==> src/rtl/sram_arbiter.sv <==
// Purpose: round-robin arbiter between an instruction read port and a data read/write port
//          sharing one single-ported SRAM with a fixed access time of WAIT_CYCLES.
// Latency: request sampled in IDLE cycle 0, SRAM strobes in cycles 1..WAIT_CYCLES, ack in cycle WAIT_CYCLES+1.
// Backpressure: a requester holds its req level until its one-cycle ack; the loser simply keeps waiting.
//
// Ports:
//   clk, rst                    clock, asynchronous active-high reset
//   i_req/i_addr/i_rdata/i_ack  instruction port (read only)
//   d_req/d_we/d_addr/d_wdata   data port request side
//   d_rdata/d_ack               data port response side
//   mem_cs/mem_oe/mem_we        SRAM strobes, high only while accessing
//   mem_addr/mem_din/mem_dout   SRAM address, write data, read data
//   busy                        high whenever a transaction is in progress
module sram_arbiter #(
  parameter int WAIT_CYCLES = 2
) (
  input  logic        clk,
  input  logic        rst,
  input  logic        i_req,
  input  logic [31:0] i_addr,
  output logic [31:0] i_rdata,
  output logic        i_ack,
  input  logic        d_req,
  input  logic        d_we,
  input  logic [31:0] d_addr,
  input  logic [31:0] d_wdata,
  output logic [31:0] d_rdata,
  output logic        d_ack,
  output logic        mem_cs,
  output logic        mem_oe,
  output logic        mem_we,
  output logic [31:0] mem_addr,
  output logic [31:0] mem_din,
  input  logic [31:0] mem_dout,
  output logic        busy
);

  typedef enum logic [1:0] {
    IDLE   = 2'd0,
    ACCESS = 2'd1,
    ACK    = 2'd2
  } state_t;

  localparam logic [3:0] CNT_LOAD = 4'(WAIT_CYCLES - 1);

  state_t      state_q, state_d;
  logic [3:0]  cnt_q, cnt_d;
  logic        last_d_q, last_d_d;   // 1: the data port received the most recent grant
  logic        gnt_d_q, gnt_d_d;     // 1: the transaction in flight belongs to the data port
  logic        we_q, we_d;
  logic [31:0] addr_q, addr_d;
  logic [31:0] din_q, din_d;
  logic        cs_q, cs_d;
  logic        oe_q, oe_d;
  logic        mwe_q, mwe_d;
  logic [31:0] i_rdata_q, i_rdata_d;
  logic [31:0] d_rdata_q, d_rdata_d;
  logic        i_ack_q, i_ack_d;
  logic        d_ack_q, d_ack_d;
  logic        busy_q, busy_d;
  logic        sel_data;

  always_comb begin
    state_d   = state_q;
    cnt_d     = cnt_q;
    last_d_d  = last_d_q;
    gnt_d_d   = gnt_d_q;
    we_d      = we_q;
    addr_d    = addr_q;
    din_d     = din_q;
    cs_d      = cs_q;
    oe_d      = oe_q;
    mwe_d     = mwe_q;
    i_rdata_d = i_rdata_q;
    d_rdata_d = d_rdata_q;
    i_ack_d   = 1'b0;
    d_ack_d   = 1'b0;
    // Data wins when alone, or when both ask and the instruction port was served last.
    sel_data  = d_req & (~i_req | ~last_d_q);

    case (state_q)
      IDLE: begin
        if (i_req || d_req) begin
          gnt_d_d  = sel_data;
          last_d_d = sel_data;
          we_d     = sel_data ? d_we : 1'b0;
          addr_d   = sel_data ? d_addr : i_addr;
          din_d    = sel_data ? d_wdata : 32'd0;
          cnt_d    = CNT_LOAD;
          // Strobes are set on the grant edge so they are registered for every ACCESS cycle.
          cs_d     = 1'b1;
          oe_d     = sel_data ? ~d_we : 1'b1;
          mwe_d    = sel_data ? d_we : 1'b0;
          state_d  = ACCESS;
        end
      end
      ACCESS: begin
        if (cnt_q == 4'd0) begin
          cs_d    = 1'b0;
          oe_d    = 1'b0;
          mwe_d   = 1'b0;
          state_d = ACK;
          if (!we_q) begin
            if (gnt_d_q) d_rdata_d = mem_dout;
            else         i_rdata_d = mem_dout;
          end
          if (gnt_d_q) d_ack_d = 1'b1;
          else         i_ack_d = 1'b1;
        end else begin
          cnt_d = cnt_q - 4'd1;
        end
      end
      ACK: begin
        state_d = IDLE;
      end
      default: begin
        state_d = IDLE;
        cs_d    = 1'b0;
        oe_d    = 1'b0;
        mwe_d   = 1'b0;
      end
    endcase

    busy_d = (state_d != IDLE);
  end

  always_ff @(posedge clk or posedge rst) begin
    if (rst) begin
      state_q   <= IDLE;
      cnt_q     <= 4'd0;
      last_d_q  <= 1'b1;  // first contention after reset goes to the instruction port
      gnt_d_q   <= 1'b0;
      we_q      <= 1'b0;
      addr_q    <= 32'd0;
      din_q     <= 32'd0;
      cs_q      <= 1'b0;
      oe_q      <= 1'b0;
      mwe_q     <= 1'b0;
      i_rdata_q <= 32'd0;
      d_rdata_q <= 32'd0;
      i_ack_q   <= 1'b0;
      d_ack_q   <= 1'b0;
      busy_q    <= 1'b0;
    end else begin
      state_q   <= state_d;
      cnt_q     <= cnt_d;
      last_d_q  <= last_d_d;
      gnt_d_q   <= gnt_d_d;
      we_q      <= we_d;
      addr_q    <= addr_d;
      din_q     <= din_d;
      cs_q      <= cs_d;
      oe_q      <= oe_d;
      mwe_q     <= mwe_d;
      i_rdata_q <= i_rdata_d;
      d_rdata_q <= d_rdata_d;
      i_ack_q   <= i_ack_d;
      d_ack_q   <= d_ack_d;
      busy_q    <= busy_d;
    end
  end

  assign i_rdata  = i_rdata_q;
  assign i_ack    = i_ack_q;
  assign d_rdata  = d_rdata_q;
  assign d_ack    = d_ack_q;
  assign mem_cs   = cs_q;
  assign mem_oe   = oe_q;
  assign mem_we   = mwe_q;
  assign mem_addr = addr_q;
  assign mem_din  = din_q;
  assign busy     = busy_q;

endmodule
==> config.mk <==
export PLATFORM = sky130hd
export DESIGN_NAME = sram_arbiter
export DESIGN_NICKNAME = d
export VERILOG_FILES = /design/src/rtl/sram_arbiter.sv
export SDC_FILE = /design/constraint.sdc
export NUM_CORES = 1
export LEC_CHECK = 0
export ABC_AREA = 1
export CAP_MARGIN = 10
export CORE_ASPECT_RATIO = 0.75
export CORE_UTILIZATION = 38
export DETAILED_ROUTE_END_ITERATION = 6
export GPL_ROUTABILITY_DRIVEN = 0
export GPL_TIMING_DRIVEN = 0
export PLACE_DENSITY = 0.77
export SLEW_MARGIN = 10
export SYNTH_ARGS = -nofsm -noshare
export SYNTH_HDL_FRONTEND = slang
export SYNTH_SLANG_ARGS = --single-unit
==> constraint.sdc <==
create_clock -name clk -period 4.15 [get_ports clk]
set_input_delay 0.6225 -clock clk [delete_from_list [all_inputs] [get_ports clk]]
set_output_delay 0.6225 -clock clk [all_outputs]
set_load 0.03 [all_outputs]
==> metrics.md <==
| Metric | Value |
|---|---|
| Status | finished, final reports clean |
| Register area share after synthesis | 59.6% |
| Final hold viol count | 0 |
| Top delay family on crit path | buffers and inverters |
| Clock Path Buffers | 2 |
| Syn_area_per_cell | 9.66 sq um |
| Max-slew violation count | 0 |
| Critical path depth | 1 |
| Ys async rst share | 100% |
| Die ar. | 16300 sq um |
| Clock sink count | 143 |
| Crit path largest cell delay | 700 ps |
| Initial detailed-routing violation count | 191 |
| Final period util | 50.9% |
| GRT overflow | 0 |
| YS warnings | 0 |
| Worst path cell trace | clkdlybuf4s50_1 |
| Count leader, synth | nand2_1 |
| Worst Path Arrival | 1490 ps |
| Hold/Removal Path Class | flip-flop to flip-flop |
| Resized cells post-CTS | 0 |
| Distinct cell type count of the synthesized netlist | 22 |
| Setup CP Type | flip-flop to output port |
| TNS Setup | 0 ps |
| Final Skew | 12.4 ps |
| Share of layout cells above drive strength 1 | 15.6% |
| Number of max-cap violations | 0 |
| Drt drc | 0 |
| CTS tree | done |
| Area leader, netlist | dfrtp_1 |
| Reg2reg start | cnt_q[0] |
| Worst path bufs/invs | 1 |
| Core footprint | 15300 sq um |
| Number of global-route vias before repair | 5387 |
| Setup Viol. Count Final | 0 |
| Max-slew headroom | 71.9% |
| Post-synthesis cell count | 622 |
| Via density per instance | 4.61 |
| Die Ht | 111 microns |
| Mapped Area | 6010 sq um |
| Clock slew seen by the registers of the worst setup and hold paths | 60 ps |
| Minimum clock period | 2110 ps |
| CTS Root Cell | clkbuf_16 |
| Worst slew pin tran | 421 ps |
| Top cell type's share of synthesized area | 59.2% |
| Initial antenna violation count | 0 |
| VDD IR max | 0.000488 V |
| # port buffers | 266 |
| Skew-Pair Late Insertion Delay | 420 ps |
| CP Launch Type | flip-flop |
| Rows | 39 |
| IO Count | 267 |
| CP max FO | 2 |
| Routed vias | 5208 |
| Number of CTS-inserted buffers | 17 |
| Area added between synthesis and finish | 59.3% |
| Non-filler cells, final | 1129 |
| Fmax | 0.474 GHz |
| Hold_buf cts | 0 |
| Dpl hpwl | 12700 microns |
| Leakage power | 4.48 nW |
| Crit path max-delay cell type | clkdlybuf4s50_1 |
| FF-to-FF path depth | 8 |
| Worst Path Required | 3530 ps |
| Initial Util | 39.2% |
| Critical path endpoint | mem_addr[8] |
| Post-synth top cells | nand2_1 (210), dfrtp_1 (142), o21ai_2 (65), nor2_1 (44), o21ai_0 (41) |
| Post-CTS setup buffer count | 0 |
| Number of enable flip-flop cells after synthesis | 0 |
| Ys flop type | dfrtp_1 |
| Fin nets | 1046 |
| Die width | 147 microns |
| Largest net degree at the start of global routing | 39 |
| Antenna Cells | 0 |
| Wirelength per Cell | 15.0 microns |
| GR Util All Layers | 22.0% |
| First-pass GRT wire length | 28100 microns |
| Top post-synthesis cells by area | dfrtp_1 (59%), nand2_1 (13%), o21ai_2 (9.5%) |
| Drt pass-1 iters | 4 |
| H-Tree Depth | 4 |
| RSZ-0062 raised after global routing | false |
| Critical path endpoint category | output port |
| Syn_nets | 757 |
| Worst R2R End | i_rdata[22] |
| Placed cell count | 1097 |
| R2R setup slack | 2630 ps |
| Pwr dens | 874 nW/um^2 |
| Post-route ant nets | 0 |
| Final WL | 16900 microns |
| Seq cells post-synth | 143 |
| Crit path from | mem_addr[8] |
-- worst min path at each step --
stage,start,to,depth (start not counted)
finish,gnt_d_q,i_ack,1
global route,mem_din[30],mem_din[30],2
CTS,gnt_d_q,i_ack,1
detailed placement,gnt_d_q,i_ack,1
global placement,gnt_d_q,i_ack,1
floorplan,gnt_d_q,i_ack,1
-- per-stage QoR --
| stage | util (%) | setup WS [ps] | hold slack, ps | instance area, sq um | total power, mW |
|---|---|---|---|---|---|
| floorplan | - | 1740 | 423 | 6010 | 5.08 |
| global placement | 58.3 | 429 | 447 | 8930 | 6.88 |
| detailed placement | 58.8 | 2030 | 436 | 9010 | 6.97 |
| CTS | 62.4 | 2010 | 448 | 9570 | 8.45 |
| global route | 62.4 | 1980 | 489 | 9570 | 8.87 |
| finish | 62.4 | 2040 | 451 | 9570 | 8.37 |
-- cell usage in the layout, fill, tap and decap left out --
cell,synthesis,routed
nand3_1,2,2
buf_6,13,13
inv_1,40,39
nor2_1,44,44
clkbuf_8,0,1
nand2_1,210,210
nand4_1,1,1
bufinv_16,0,1
o21ai_2,65,65
ha_1,2,2
inv_6,0,1
buf_12,0,4
buf_2,14,14
o21ai_0,41,41
nor2_4,3,3
dfstp_2,1,1
clkbuf_16,0,17
clkbuf_1,0,1
o21a_1,1,1
buf_4,2,2
clkinvlp_4,0,5
dfrtp_1,142,142
nor2_8,1,1
inv_2,3,3
nand2_4,2,2
nand2_2,2,2
clkinv_2,0,4
xor2_1,1,1
clkinv_4,0,3
o21ai_1,30,30
clkdlybuf4s50_1,0,266
clkbuf_2,2,2
-- state kept, by name, indices dropped and copies added, names as in the netlist, 2 cells and up --
name	cells
mem_addr	32
mem_din	32
cnt_q	4
i_rdata	32
state_q	2
d_rdata	32
-- worst register-to-register path, cell delays in order, from the launching register on --
cell	delay, ps
dfrtp_1	380
inv_1	120
ha_1	170
nand2_2	110
nor2_8	170
nand2_4	140
buf_6	180
nand2_1	80
o21ai_2	60
-- layout make-up --
type / count / area (sq um)
fillers: 1282 / 5750
flip-flops and latches: 143 / 3580
clock inverters: 13 / 115
well taps: 205 / 256
clock buffers: 19 / 443
multi-input cells: 405 / 2020
inverters: 43 / 165
plain buffers: 31 / 241
repair buffers: 270 / 2740
-- cell families (layout without fill, tap and decap cells) --
family,Yosys count,count (layout),synth area share [%]
flops,143,143,59.6
fa+ha+maj,2,2,0.417
simple gates,265,265,17.6
compound gates,137,137,15.5
buf+inv,74,376,6.71
xor+xnor,1,1,0.146
-- power breakdown --
part / switching [mW] / internal [mW] / leakage [nW]
sequential: 0.381 / 2.10 / 1.75
combinational: 2.65 / 1.79 / 2.47
clock: 0.599 / 0.839 / 0.265
total: 3.63 / 4.73 / 4.48
-- routing by layer --
metal	global-route usage, %	wire length (microns)
met5	0	0
met1	29.2	7690
met3	6.50	1010
met2	34.6	7920
met4	6.53	286
Note: power is estimated with default switching activity, not from simulation.
